$ cat src/rtl/change_dispenser_pkg.sv
// Shared definitions for the change dispenser: FSM state encoding, coin-select
// codes, denomination values and a select-to-value helper.
package change_dispenser_pkg;

  localparam int AMT_W     = 10;  // width of amounts in sen
  localparam int NUM_COINS = 4;

  typedef enum logic [2:0] {
    ST_IDLE    = 3'd0,
    ST_SELECT  = 3'd1,
    ST_REQ     = 3'd2,
    ST_RELEASE = 3'd3,
    ST_FINISH  = 3'd4,
    ST_FAULT   = 3'd5
  } state_e;

  // Coin-select codes. A lower code means a larger coin, which the priority
  // pick in coin_picker relies on.
  localparam logic [1:0] COIN_50 = 2'd0;
  localparam logic [1:0] COIN_20 = 2'd1;
  localparam logic [1:0] COIN_10 = 2'd2;
  localparam logic [1:0] COIN_5  = 2'd3;

  localparam logic [AMT_W-1:0] VAL_50 = 10'd50;
  localparam logic [AMT_W-1:0] VAL_20 = 10'd20;
  localparam logic [AMT_W-1:0] VAL_10 = 10'd10;
  localparam logic [AMT_W-1:0] VAL_5  = 10'd5;

  function automatic logic [AMT_W-1:0] coin_value(input logic [1:0] sel);
    logic [AMT_W-1:0] v;
    unique case (sel)
      COIN_50: v = VAL_50;
      COIN_20: v = VAL_20;
      COIN_10: v = VAL_10;
      default: v = VAL_5;
    endcase
    return v;
  endfunction

endpackage

$ cat src/rtl/change_dispenser_if.sv
// Bus between the change dispenser, its upstream controller and the coin
// hopper.
//   upstream -> dispenser : start, amount, maintenance, restock_we,
//                           restock_sel, restock_cnt
//   dispenser -> hopper   : eject_req, eject_sel
//   hopper -> dispenser   : eject_ack (four-phase acknowledge)
//   dispenser -> upstream : busy, done, short, fault, remaining, stock_empty
// Modport master is the upstream/hopper side, slave is the dispenser.
interface change_dispenser_if #(
  parameter int STOCK_W = 8
);
  import change_dispenser_pkg::*;

  logic               start;
  logic [AMT_W-1:0]   amount;
  logic               maintenance;
  logic               restock_we;
  logic [1:0]         restock_sel;
  logic [STOCK_W-1:0] restock_cnt;
  logic               eject_req;
  logic [1:0]         eject_sel;
  logic               eject_ack;
  logic               busy;
  logic               done;
  logic               short;
  logic               fault;
  logic [AMT_W-1:0]   remaining;
  logic [3:0]         stock_empty;

  modport master (
    output start, amount, maintenance, restock_we, restock_sel, restock_cnt,
    output eject_ack,
    input  eject_req, eject_sel, busy, done, short, fault, remaining, stock_empty
  );

  modport slave (
    input  start, amount, maintenance, restock_we, restock_sel, restock_cnt,
    input  eject_ack,
    output eject_req, eject_sel, busy, done, short, fault, remaining, stock_empty
  );

endinterface

$ cat src/rtl/change_dispenser_coin_picker.sv
// Combinational greedy coin selection: returns the largest denomination whose
// value fits in the remaining amount and whose stock is not empty.
//   remaining_i   : amount still owed, in sen
//   stock_empty_i : bit i set when coin i has no stock
//   sel_o         : chosen coin-select code (valid when found_o)
//   found_o       : a candidate coin exists
module coin_picker
  import change_dispenser_pkg::*;
(
  input  logic [AMT_W-1:0]     remaining_i,
  input  logic [NUM_COINS-1:0] stock_empty_i,
  output logic [1:0]           sel_o,
  output logic                 found_o
);

  always_comb begin
    // NOTE: every output gets a default before the loop so no path leaves it
    // unassigned, which would otherwise infer a latch.
    sel_o   = '0;
    found_o = 1'b0;
    // Walk smallest to largest so the largest eligible coin is written last
    // and wins.
    for (int i = NUM_COINS - 1; i >= 0; i--) begin
      if (!stock_empty_i[i] && (coin_value(2'(i)) <= remaining_i)) begin
        sel_o   = 2'(i);
        found_o = 1'b1;
      end
    end
  end

endmodule

$ cat src/rtl/change_dispenser.sv
// Change dispenser: pays out an amount through a coin hopper using a greedy
// loop over 50/20/10/5 sen coins with per-coin stock counters, a four-phase
// eject_req/eject_ack handshake and a hopper timeout fault.
//   clk   : system clock, rising edge
//   rst   : asynchronous reset, active-low
//   bus   : change_dispenser_if slave modport (control, restock, hopper
//           handshake and status)
// Parameters: TIMEOUT = cycles eject_req may wait for eject_ack,
//             STOCK_W = width of each coin stock counter.
module change_dispenser
  import change_dispenser_pkg::*;
#(
  parameter int TIMEOUT = 255,
  parameter int STOCK_W = 8
) (
  input  logic                clk,
  input  logic                rst,
  change_dispenser_if.slave   bus
);

  localparam int TMO_W = $clog2(TIMEOUT + 1);
  localparam logic [TMO_W-1:0] TMO_LAST = TMO_W'(TIMEOUT - 1);

  state_e             state_q, state_d;
  logic [AMT_W-1:0]   remaining_q, remaining_d;
  logic [1:0]         sel_q, sel_d;
  logic [TMO_W-1:0]   tmo_q, tmo_d;
  logic [STOCK_W-1:0] stock_q [NUM_COINS];
  logic [STOCK_W-1:0] stock_d [NUM_COINS];

  logic [NUM_COINS-1:0] stock_empty;
  logic [1:0]           pick_sel;
  logic                 pick_found;
  logic                 restock_ok;

  function automatic logic [STOCK_W-1:0] sat_add(input logic [STOCK_W-1:0] a,
                                                 input logic [STOCK_W-1:0] b);
    logic [STOCK_W:0] sum;
    sum = {1'b0, a} + {1'b0, b};
    return sum[STOCK_W] ? {STOCK_W{1'b1}} : sum[STOCK_W-1:0];
  endfunction

  always_comb begin
    for (int i = 0; i < NUM_COINS; i++) begin
      stock_empty[i] = (stock_q[i] == '0);
    end
  end

  coin_picker u_picker (
    .remaining_i   (remaining_q),
    .stock_empty_i (stock_empty),
    .sel_o         (pick_sel),
    .found_o       (pick_found)
  );

  // Restocking is only honoured while idle or faulted; an accepted start in
  // the same cycle takes precedence and the restock is dropped.
  assign restock_ok = bus.maintenance && bus.restock_we &&
                      (((state_q == ST_IDLE) && !bus.start) || (state_q == ST_FAULT));

  always_comb begin
    state_d     = state_q;
    remaining_d = remaining_q;
    sel_d       = sel_q;
    tmo_d       = tmo_q;
    stock_d     = stock_q;

    unique case (state_q)
      ST_IDLE: begin
        if (bus.start) begin
          remaining_d = bus.amount;
          state_d     = ST_SELECT;
        end
      end
      ST_SELECT: begin
        if ((remaining_q == '0) || !pick_found) begin
          state_d = ST_FINISH;
        end else begin
          sel_d   = pick_sel;
          tmo_d   = '0;
          state_d = ST_REQ;
        end
      end
      ST_REQ: begin
        if (bus.eject_ack) begin
          // Selection guaranteed value <= remaining and stock > 0, so
          // neither subtraction can wrap.
          remaining_d    = remaining_q - coin_value(sel_q);
          stock_d[sel_q] = stock_q[sel_q] - 1'b1;
          state_d        = ST_RELEASE;
        end else if (tmo_q == TMO_LAST) begin
          state_d = ST_FAULT;
        end else begin
          tmo_d = tmo_q + 1'b1;
        end
      end
      ST_RELEASE: begin
        if (!bus.eject_ack) state_d = ST_SELECT;
      end
      ST_FINISH: begin
        state_d = ST_IDLE;
      end
      ST_FAULT: begin
        if (bus.maintenance && !bus.restock_we) state_d = ST_IDLE;
      end
      default: begin
        state_d = ST_IDLE;
      end
    endcase

    if (restock_ok) begin
      stock_d[bus.restock_sel] = sat_add(stock_q[bus.restock_sel], bus.restock_cnt);
    end
  end

  always_ff @(posedge clk or negedge rst) begin
    if (!rst) begin
      state_q     <= ST_IDLE;
      remaining_q <= '0;
      sel_q       <= '0;
      tmo_q       <= '0;
      // NOTE: the stock counters are a small register array that must read as
      // empty after reset, so they are cleared here rather than left unreset
      // like a RAM would be.
      for (int i = 0; i < NUM_COINS; i++) begin
        stock_q[i] <= '0;
      end
    end else begin
      // NOTE: sequential state is updated with non-blocking assignments so
      // every register samples the pre-edge values.
      state_q     <= state_d;
      remaining_q <= remaining_d;
      sel_q       <= sel_d;
      tmo_q       <= tmo_d;
      for (int i = 0; i < NUM_COINS; i++) begin
        stock_q[i] <= stock_d[i];
      end
    end
  end

  // Outputs decode straight from the state register, so an asynchronous
  // reset drops eject_req and busy without waiting for a clock edge.
  assign bus.eject_req   = (state_q == ST_REQ);
  assign bus.eject_sel   = sel_q;
  assign bus.busy        = (state_q != ST_IDLE) && (state_q != ST_FAULT);
  assign bus.done        = (state_q == ST_FINISH);
  assign bus.short       = (state_q == ST_FINISH) && (remaining_q != '0);
  assign bus.fault       = (state_q == ST_FAULT);
  assign bus.remaining   = remaining_q;
  assign bus.stock_empty = stock_empty;

endmodule

$ cat src/flat_wrapper.sv
// flat-port wrapper written by rule: the top's interface ports become plain ports
module change_dispenser_flat import change_dispenser_pkg::*;
#(
  parameter int TIMEOUT = 255,
  parameter int STOCK_W = 8
)
  (clk, rst, bus_start, bus_amount, bus_maintenance, bus_restock_we, bus_restock_sel, bus_restock_cnt, bus_eject_ack, bus_eject_req, bus_eject_sel, bus_busy, bus_done, bus_short, bus_fault, bus_remaining, bus_stock_empty);
  change_dispenser_if #(.STOCK_W(STOCK_W)) bus_i ();
  input  logic clk;
  input  logic rst;
  input wire logic [$bits(bus_i.start)-1:0] bus_start;
  input wire logic [$bits(bus_i.amount)-1:0] bus_amount;
  input wire logic [$bits(bus_i.maintenance)-1:0] bus_maintenance;
  input wire logic [$bits(bus_i.restock_we)-1:0] bus_restock_we;
  input wire logic [$bits(bus_i.restock_sel)-1:0] bus_restock_sel;
  input wire logic [$bits(bus_i.restock_cnt)-1:0] bus_restock_cnt;
  input wire logic [$bits(bus_i.eject_ack)-1:0] bus_eject_ack;
  output wire logic [$bits(bus_i.eject_req)-1:0] bus_eject_req;
  output wire logic [$bits(bus_i.eject_sel)-1:0] bus_eject_sel;
  output wire logic [$bits(bus_i.busy)-1:0] bus_busy;
  output wire logic [$bits(bus_i.done)-1:0] bus_done;
  output wire logic [$bits(bus_i.short)-1:0] bus_short;
  output wire logic [$bits(bus_i.fault)-1:0] bus_fault;
  output wire logic [$bits(bus_i.remaining)-1:0] bus_remaining;
  output wire logic [$bits(bus_i.stock_empty)-1:0] bus_stock_empty;
  assign bus_i.start = bus_start;
  assign bus_i.amount = bus_amount;
  assign bus_i.maintenance = bus_maintenance;
  assign bus_i.restock_we = bus_restock_we;
  assign bus_i.restock_sel = bus_restock_sel;
  assign bus_i.restock_cnt = bus_restock_cnt;
  assign bus_i.eject_ack = bus_eject_ack;
  assign bus_eject_req = bus_i.eject_req;
  assign bus_eject_sel = bus_i.eject_sel;
  assign bus_busy = bus_i.busy;
  assign bus_done = bus_i.done;
  assign bus_short = bus_i.short;
  assign bus_fault = bus_i.fault;
  assign bus_remaining = bus_i.remaining;
  assign bus_stock_empty = bus_i.stock_empty;
  change_dispenser #(.TIMEOUT(TIMEOUT), .STOCK_W(STOCK_W)) u_core (.clk(clk), .rst(rst), .bus(bus_i));
endmodule
$ cat config.mk
export PLATFORM = sky130hd
export DESIGN_NAME = change_dispenser_flat
export DESIGN_NICKNAME = d
export VERILOG_FILES = /design/src/rtl/change_dispenser_pkg.sv /design/src/rtl/change_dispenser_if.sv /design/src/rtl/change_dispenser_coin_picker.sv /design/src/rtl/change_dispenser.sv /design/src/flat_wrapper.sv
export SDC_FILE = /design/constraint.sdc
export NUM_CORES = 1
export LEC_CHECK = 0
export BUFFER_PORTS_ARGS = -buffer_cell sky130_fd_sc_hd__buf_4
export CAP_MARGIN = 0
export CORE_UTILIZATION = 25
export DETAILED_ROUTE_END_ITERATION = 16
export HOLD_SLACK_MARGIN = 0.1
export PLACE_DENSITY = 0.43
export SYNTH_ARGS = -nofsm -noshare
export SYNTH_HDL_FRONTEND = slang
export SYNTH_SLANG_ARGS = --single-unit
$ cat constraint.sdc
create_clock -name clk -period 4.7 [get_ports clk]
set_clock_uncertainty 0.2 [all_clocks]
set_input_delay 0 -clock clk [delete_from_list [all_inputs] [get_ports clk]]
set_output_delay 0 -clock clk [all_outputs]
set_load 0.05 [all_outputs]
After elaboration in Yosys (flattened, before gate mapping):

Cells that the tools add are included.

* input bits: 26
* word-level logic and storage cells: 117
* output and inout port bits: 21
* flip-flop bits (word level): 55

* reduce and logical (&&, ||, !) cells: 36
* $add $sub $neg: 4
* $lt $le $gt $ge: 8
* bitwise gates (word level): 3
* muxes and demuxes: 41
* equal/unequal tests: 17

Operators with widths (number)
* two-way mux 32 bit: 3
* two-way mux 8 bit: 10
* bitwise mux 32 bit: 2
* two-way mux 10 bit: 4
* binary-select mux 8 bit (select 2 bit): 2
* demux 8 bit (select 2 bit): 2
* logical NOT 8 bit: 4
* case mux 10 bit (2 select lines): 1
* two-way mux 3 bit: 6
* case mux 6 bit (3 select lines): 1
* case mux 8 bit (2 select lines): 1
* case mux 3 bit (5 select lines): 1
* logical AND 1 bit: 12
* != test 2 bit (second input constant): 6
* less-or-equal comparator 3 x 10 -> 1 bit (first input constant): 1
* less-or-equal comparator 4 x 10 -> 1 bit (first input constant): 1
* less-or-equal comparator 5 x 10 -> 1 bit (first input constant): 1
* less-or-equal comparator 6 x 10 -> 1 bit (first input constant): 1
* logical NOT 10 bit: 1
* nonzero test 10 bit: 1
* subtractor 10 bit: 1
* adder 8 x 8 -> 9 bit: 1
* adder 8 x 1 -> 8 bit (second input constant): 1
* equality test 8 bit (second input constant): 1
* other kinds (24): 44

Logic depth before layout (Yosys ltp):

Gate-level depths: netlist (run 1).

* word-level depth: 11
* gate-level depth with buffers: 10
* depth with buffers taken out: 9

Cells and area by module:

A second synthesis (run 1) with hierarchy kept.

* cell total of the unflattened synthesis: 460
* area, all modules: 4156.5 um^2

By module, submodules not included
* change_dispenser: instances 1, seq. area each 1376.3 um^2, area an instance 4007.6 um^2, cells each 437
* coin_picker: instances 1, seq. area each 0.0 um^2, area an instance 148.9 um^2, cells each 23

Worst setup path after synthesis (run 1):

No wires, ideal clock.

* kind: input -> register
* from: in bus_restock_sel[0]
* to: reg u_core.stock_q[15] in the netlist's numbering
* arrival time: 2.936 ns
* cell stages on the path: 10
* data required time: 4.379 ns
* path buffers: 1
* setup slack: 1.443 ns
* setup time: 0.121 ns
* cells stage by stage: clkbuf_1 > mux4_2 > ha_1 > fa_1 > a211oi_1 > o21bai_1 > a211oi_1 > nand3_1 > or3_1 > a22o_2

RTL lines
* from (decl): RTL line flat_wrapper.sv:15 `input wire logic [$bits(bus_i.restock_sel)-1:0] bus_restock_sel;`
* to (signal, indexed assignment): RTL line change_dispenser.sv:136 `stock_q[i] <= stock_d[i];`
* to (decl): RTL line change_dispenser.sv:28 `logic [STOCK_W-1:0] stock_q [NUM_COINS];`

==> results of run 1 <==
-- cells by family after synthesis --
group                    count (synthesis)  synth area share (%)
XOR/XNOR                                 7                  1.45
buffers and inverters                   37                  3.93
adder cells (fa/ha/maj)                 19                  5.97
AND/OR/NAND/NOR                        182                  23.0
AO/OA/AOI/OAI                          136                  21.4
multiplexers                            25                  11.8
flip-flops                              55                  32.5
-- sequential cells by signal, summed over array words and instances (netlist names) --
name	cells
u_core.stock_q	32
u_core.bus.remaining	10
u_core.state_q	3
u_core.tmo_q	8
u_core.bus.eject_sel	2
-- placed cells by master, fill, tap and decap left out, types with 7 or more instances in the layout --
master / synthesis / routed
o22ai_1: 15 / 15
nor4_1: 7 / 7
nor3_1: 16 / 16
mux4_1: 8 / 8
mux4_2: 9 / 9
inv_1: 14 / 14
a21oi_1: 17 / 17
or3_1: 9 / 9
a21o_1: 9 / 9
dfrtp_1: 55 / 55
nand2_1: 41 / 41
nor2_1: 44 / 44
dlygate4sd3_1: 1 / 18
and3_1: 8 / 8
buf_4: 0 / 53
nand3_1: 24 / 24
o211ai_1: 14 / 14
ha_1: 17 / 17
o21ai_0: 39 / 39
-- routing by layer --
layer	GRT usage (%)	up-vias	part of all wire (%)
met5	0	-	0
met3	2.85	2	4.3
met1	22.6	1959	48
met4	4.65	0	0.27
met2	26.3	97	48
li1	-	1878	-
-- cell usage after synthesis, types with 3 or more instances --
cell       n  share of area (%)
mux2_2     5                1.3
o21ai_0   39                4.6
or2_2      4               0.59
a22o_2     4               0.95
nor3_2     3               0.71
and3_1     8                1.2
inv_1     14                1.2
or3_1      9                1.3
nor4_1     7                1.0
nand2_1   41                3.6
or4_1      4               0.71
dfrtp_1   55                 33
mux4_1     8                5.0
nand3_1   24                2.8
ha_1      17                5.0
o211ai_1  14                2.5
clkbuf_1  13                1.2
nor2b_1    3               0.44
o221ai_1   4               0.83
a21o_1     9                1.6
o22ai_1   15                2.2
o31ai_1    3               0.53
o21a_1     4               0.71
nor3_1    16                1.9
mux4_2     9                4.8
a21oi_1   17                2.0
a31oi_1    6               0.89
mux2i_1    3               0.71
buf_2      5               0.59
a211oi_1   5               0.89
xnor2_1    5                1.0
nor2_1    44                3.9
-- worst paths after layout --
kind | start | end | slack [ns] | depth (start not counted)
hold reg to reg | u_core.tmo_q[7]$_DFFE_PN0P_ | u_core.tmo_q[7]$_DFFE_PN0P_ | 0.31 | 1
setup / recovery | u_core.stock_q[0]$_DFF_PN0_ | u_core.stock_q[23]$_DFF_PN0_ | 1.28 | 9
setup reg to reg | u_core.stock_q[0]$_DFF_PN0_ | u_core.stock_q[23]$_DFF_PN0_ | 1.28 | 9
hold / removal | rst | u_core.tmo_q[1]$_DFFE_PN0P_ | 0.09 | 2
max in group asynchronous | rst | u_core.stock_q[28]$_DFF_PN0_ | 3.68 | 2
min in group clk | bus_restock_cnt[7] | u_core.stock_q[22]$_DFF_PN0_ | 0.16 | 4
-- repair_timing --
item                                   CTS  global route
buffers inserted                         0             0
hold buffers                            18             0
endpoints found under the hold margin   80             0
-- power groups by stage --
stage          clock network (mW)  logic [mW]  registers, mW
2_1_floorplan                   0        1.67           1.05
3_3_place_gp                    0        2.35           1.03
3_5_place_dp                    0        2.36           1.04
4_1_cts                     0.477        2.39           1.03
5_1_grt                     0.489        2.64           1.07
6_report                    0.462        2.38           1.04
-- layout make-up --
cell class,instances,area (um2)
multi-input combinational,369,2690
fill,1754,11400
clock inverter,2,35.0
inverter,14,52.6
clock buffer,6,139
tap,220,275
timing repair buffer,71,578
sequential,55,1380
==> summary.txt, run 1 <==
Run status
  – Status: finished clean

Cells and area
  – Layout Cells excl Fill: 737
  – Proportion of layout cells with a drive suffix above 1: 18.6%
  – Post-layout util: 31.0%
  – Ant. Diodes: 0
  – Fin nets: 561
  – Final Cell Area: 0.00515 mm2
  – Area delta synth->final: 21.6%

Power
  – Cell-internal power: 1.89 mW
  – Power Dens Cells: 754 mW/mm2
  – Peak VDD IR: 0.000333 V
  – Design Power: 3.88 mW
  – Net Switching: 2.00 mW
  – Reg power frac: 26.7%
  – Clock share of power: 11.9%
  – Logic pwr share: 61.4%
  – Switch share: 51.4%
  – Pleak: 2.18 nW

Flow run
  – Max cap viols: 0

Detailed routing
  – DR DRC count: 0
  – DR WL/cell: 18.9 um
  – DR vias: 3936
  – Post-route ant nets: 0
  – WL final: 13900 um
  – Iteration-0 DRC Markers: 239
  – Drt pass-1 iters: 5
  – Post-DR vias/cell: 5.34

GRT
  – Vias in the first global route: 3846
  – First-pass GRT wire length: 22200 um
  – Grt total ovfl: 0
  – Initial antenna violation count: 0
  – Largest net degree at the start of global routing: 56
  – Gr usage total: 16.4%

Synth
  – Mean Syn Cell Area: 9.18 um2
  – Cell area after synthesis: 0.00423 mm2
  – Syn Inst Count: 461
  – Synth Net Count: 506
  – Yosys cell types: 65
  – Sequential area share after synthesis: 32.5%
  – Ys async rst share: 100%
  – Synthesis warning total: 0
  – #FFs+latches synth: 55
  – Main synth FF type: dfrtp_1
  – Post-synth EDFFs: 0

Setup path
  – Crit Path Category: flop to flop
  – Slowest-stage cell, CP: mux4_2
  – Req. time, crit path: 4.69 ns
  – Top delay family on crit path: compound AO/OA/AOI/OAI gates
  – Worst setup EP type: flop
  – Critical path data arrival time: 3.41 ns
  – Crit path buf inv count: 0
  – CP Cell Sequence: mux4_2 > ha_1 > fa_1 > a211oi_1 > o21bai_1 > a211oi_1 > nand3_1 > or3_1 > a22o_2
  – Startpoint Class: flop
  – Largest fanout on the critical path: 4
  – Max incr delay on CP: 0.48 ns
  – Top cell by count, worst path: a211oi_1

CTS
  – Clock Tree Root: clkbuf_16
  – Longest Clk Path Bufs: 2
  – Post-CTS sizing: 0
  – CTS tree: yes
  – TritonCTS Buffers: 5
  – Clk Latency, worst-skew pair: 0.31 ns
  – Num Clock Sinks: 55
  – CTS H-tree depth: 2
  – Clock transition at path regs: 0.08 ns

Timing
  – Rel. slew slack: 47.3%
  – Fin worst setup slack: 1.28 ns
  – Fin. max-slew vios: 0
  – Fin crit share: 72.7%
  – Final setup viols: 0
  – Final TNS setup: 0 ns
  – RSZ-0062 raised after global routing: false
  – Actual slew at the worst max-slew pin: 0.791 ns
  – Tmin final: 3.42 ns
  – Final Hold Fails: 0
  – F_max: 293 MHz
  – Hold slack: 0.0896 ns

Placed design
  – Post-DP HPWL: 9740 um
  – Placer Congestion: 0.823
  – I/O Buffers: 46
  – Post-Place Cells: 711
  – Placement Setup Slack: 1.34 ns
  – Cell Area, Placed: 0.00479 mm2

Floorplan
  – Initial Utilization: 25.5%
  – Top-level I/O count: 47
  – Die width: 132 um
  – Num rows: 47
  – DIE HEIGHT: 132 um
  – Die area: 0.0175 mm2
  – Core footprint: 0.0166 mm2

Worst hold path
  – HP Class: input pin to async pin
Power figures use the tool's default switching activity.
==> run 2, diff against run 1 <==
Settings changed: ABC_AREA from default to 1, PLACE_DENSITY 0.43 to 0.42.
Clock period 4.7 ns to 3.4 ns, I/O delays scaled along.
==> run 2 against run 1 <==
Effect of this change:
- worst setup slack got worse by 0.79 ns
- count of clock-buffer cells in the layout decreased by 1
- die area increased by 11%
- the flow now finishes with violations (DRC)
- first-iteration DRC count increased by 47%
- total power increased by 42%
==> summary.txt, run 2 <==
Run status
  – Status: finished, violations left
  – Violated checks: DRC

Cells and area
  – Fin nets: 844 (+50%)
  – Ant. Diodes: 0 (unchanged)
  – Proportion of layout cells with a drive suffix above 1: 12.3% (-6.3 points)
  – Fillers: 2041 (+16%)
  – Most frequent cells in the layout: nand2_1, nor2_1, inv_1
  – Most flops, register: u_core.stock_q
  – Area delta synth->final: 20.7%
  – Max FFs per register: 32 (unchanged)
  – Most common cell after layout, fill and taps aside: nand2_1

Setup path
  – Largest fanout on the critical path: 8 (+4)
  – Crit path buf inv count: 1 (+1)
  – R2r endpoint: u_core.stock_q[18]$_DFF_PN0_
  – Slowest-stage cell, CP: fa_1
  – Startpoint Class: flop
  – CP Cell Sequence: a22oi_1 > o221ai_1 > ha_1 > fa_1 > nand2_1 > inv_1 > o21ai_1 > nand2_1 > a21oi_4 > o21ai_0 > nand2_1 > o21ai_1
  – Reg-to-reg startpoint: u_core.stock_q[24]$_DFF_PN0_
  – Top delay family on crit path: compound AO/OA/AOI/OAI gates
  – Worst setup EP type: flop
  – Reg2Reg Depth: 12 (+3)
  – Reg2reg setup slack: 0.49 ns (-0.79 ns)
  – Critical path data arrival time: 2.92 ns (-0.49 ns)
  – Top cell by count, worst path: nand2_1
  – Max incr delay on CP: 0.43 ns (-0.05 ns)
  – Req. time, crit path: 3.41 ns (-1.28 ns)
  – Crit Path Category: flop to flop

Timing
  – Rel. slew slack: 46.2% (-1.0 points)
  – F_max: 344 MHz (+17%)
  – Final Hold Fails: 0 (unchanged)
  – Fin crit share: 85.6% (+13 points)
  – Fin. max-slew vios: 0 (unchanged)
  – RSZ-0062 raised after global routing: false
  – Fin worst setup slack: 0.490 ns (-0.793 ns)
  – Final TNS setup: 0 ns (unchanged)
  – Actual slew at the worst max-slew pin: 0.806 ns (+0.0156 ns)
  – Tmin final: 2.91 ns (-0.507 ns)
  – Final setup viols: 0 (unchanged)

Synth
  – #FFs+latches synth: 55 (unchanged)
  – Most frequent cells after synthesis: nand2_1, nor2_1, inv_1
  – Yosys cell types: 42 (-35%)
  – Synthesis warning total: 0 (unchanged)
  – Main synth FF type: dfrtp_1
  – Mean Syn Cell Area: 6.39 um2 (-30%)
  – Post-synth EDFFs: 0 (unchanged)
  – Ys async rst share: 100% (unchanged)
  – Top post-synthesis cells by area: dfrtp_1, nand2_1, nor2_1
  – Largest area contributor in the netlist: dfrtp_1
  – Synth Net Count: 780 (+54%)
  – Cell area after synthesis: 0.00470 mm2 (+11%)
  – Synth top area share: 29.3% (-3.2 points)
  – Sequential area share after synthesis: 29.3% (-3.2 points)
  – Most common cell in the netlist: nand2_1
  – Syn Inst Count: 735 (+59%)

GRT
  – Initial antenna violation count: 0 (unchanged)
  – Gr usage total: 17.8% (+1.4 points)
  – Vias in the first global route: 4724 (+23%)
  – First-pass GRT wire length: 26900 um (+21%)
  – Grt total ovfl: 0 (unchanged)
  – Largest net degree at the start of global routing: 56 (unchanged)

Detailed routing
  – Post-DR vias/cell: 4.83 (-9.6%)
  – Iteration-0 DRC Markers: 351 (+47%)
  – DR vias: 4967 (+26%)
  – M1 WL: 8550 um (+28%)
  – WL final: 17000 um (+22%)
  – Post-route ant nets: 0 (unchanged)
  – Met3 wire len: 688 um (+15%)
  – WL met2: 7580 um (+15%)
  – Drt pass-1 iters: 11 (+6)
  – Top Metal Used: met4
  – DR WL/cell: 16.5 um (-13%)
  – DR DRC count: 1 (+1)

Placed design
  – Placer Congestion: 0.857 (+4.1%)
  – I/O Buffers: 46 (unchanged)
  – Post-DP HPWL: 12900 um (+32%)
  – Placement Setup Slack: 0.343 ns (-0.998 ns)

Power
  – Peak VDD IR: 0.000314 V (-5.7%)
  – Pleak: 2.89 nW (+33%)
  – Power Dens Cells: 970 mW/mm2 (+29%)

CTS
  – Post-CTS Setup Bufs: 0 (unchanged)
  – TritonCTS Buffers: 5 (unchanged)
  – Clock Tree Root: clkbuf_16
  – Num Clock Sinks: 55 (unchanged)
  – CTS tree: yes
  – CTS H-tree depth: 2 (unchanged)
  – Longest Clk Path Bufs: 2 (unchanged)
  – Clock transition at path regs: 0.08 ns (about the same)
  – Clk Latency, worst-skew pair: 0.32 ns (about the same)

Floorplan
  – Num rows: 49 (+4.3%)
  – Core footprint: 0.0182 mm2 (+9.8%)
  – Die area: 0.0193 mm2 (+11%)
  – Initial Utilization: 25.8% (+0.27 points)
  – Top-level I/O count: 47 (unchanged)
  – DIE HEIGHT: 139 um (+5.3%)
  – Die width: 139 um (+5.3%)

Worst hold path
  – HP Class: input pin to async pin

Flow run
  – Max cap viols: 0 (unchanged)
==> run 2: worst max-delay path by stage <==
stage | start | slack [ns] | endpoint | cells past startpoint
after floorplan | u_core.stock_q[24]$_DFF_PN0_ | 0.89 | u_core.stock_q[18]$_DFF_PN0_ | 12
after global placement | bus_restock_sel[1] | 0.41 | u_core.stock_q[18]$_DFF_PN0_ | 11
after detailed placement | u_core.stock_q[24]$_DFF_PN0_ | 0.34 | u_core.stock_q[18]$_DFF_PN0_ | 12
after CTS | u_core.stock_q[24]$_DFF_PN0_ | 0.32 | u_core.stock_q[18]$_DFF_PN0_ | 12
after global routing | u_core.stock_q[24]$_DFF_PN0_ | 0.18 | u_core.stock_q[26]$_DFF_PN0_ | 12
final | u_core.stock_q[24]$_DFF_PN0_ | 0.49 | u_core.stock_q[18]$_DFF_PN0_ | 12
==> run 2: routing by layer <==
layer	vias up	global-route usage (%)
li1	2509	-
met1	2331	26.3
met2	117	27.6
met3	10	2.00
met4	0	3.80
met5	-	0
==> run 2: cell families (layout without fill, tap and decap cells) <==
kind of cell | Yosys count | count (layout) | synth area share (%)
AND/OR/NAND/NOR | 418 | 418 | 38.1
AO/OA/AOI/OAI | 114 | 114 | 14.2
buffers and inverters | 114 | 179 | 10.2
flip-flops | 55 | 55 | 29.3
adder cells (fa/ha/maj) | 19 | 19 | 5.38
XOR/XNOR | 15 | 15 | 2.80
==> run 2: worst register-to-register path, cell delays in order, from the launching register on <==
cell      delay (ns)
dfrtp_1         0.42
a22oi_1         0.19
o221ai_1        0.17
ha_1            0.26
fa_1            0.43
nand2_1         0.09
inv_1           0.04
o21ai_1         0.11
nand2_1         0.12
a21oi_4         0.30
o21ai_0         0.28
nand2_1         0.12
o21ai_1         0.07
==> run 2: area by class of cell <==
cell class                 count  area, um2  share of cell area, %
multi-input combinational    566       2850                   50.3
sequential                    55       1380                   24.3
timing repair buffer          72        588                   10.4
inverter                      99        374                   6.59
tap                          229        287                   5.05
clock buffer                   5        125                   2.21
clock inverter                 3       71.3                   1.26
==> run 2: stage by stage <==
step	total power, mW	instances	hold slack (ns)	util [%]	area [um2]
floorplan	3.71	735	-0.496	-	4700
global placement	4.77	1002	-0.0639	29.0	5280
CTS	5.51	1029	0.130	31.1	5670
detailed placement	4.74	1002	-0.0659	29.0	5280
finish	5.50	1029	0.0954	31.2	5670
global route	6.01	1029	0.158	31.2	5670
==> run 2: what timing repair did <==
item                                    in CTS  in global routing
gates resized for setup                      0                  1
endpoints found under the hold margin       79                  0
endpoints found under the setup margin       0                  3
hold buffers                                19                  0
==> run 2: report_power, final <==
group | total, mW | internal (mW) | switching [mW]
Combinational | 3.42 | 1.10 | 2.33
Clock | 0.715 | 0.429 | 0.287
Sequential | 1.36 | 0.928 | 0.435
Total | 5.50 | 2.45 | 3.05
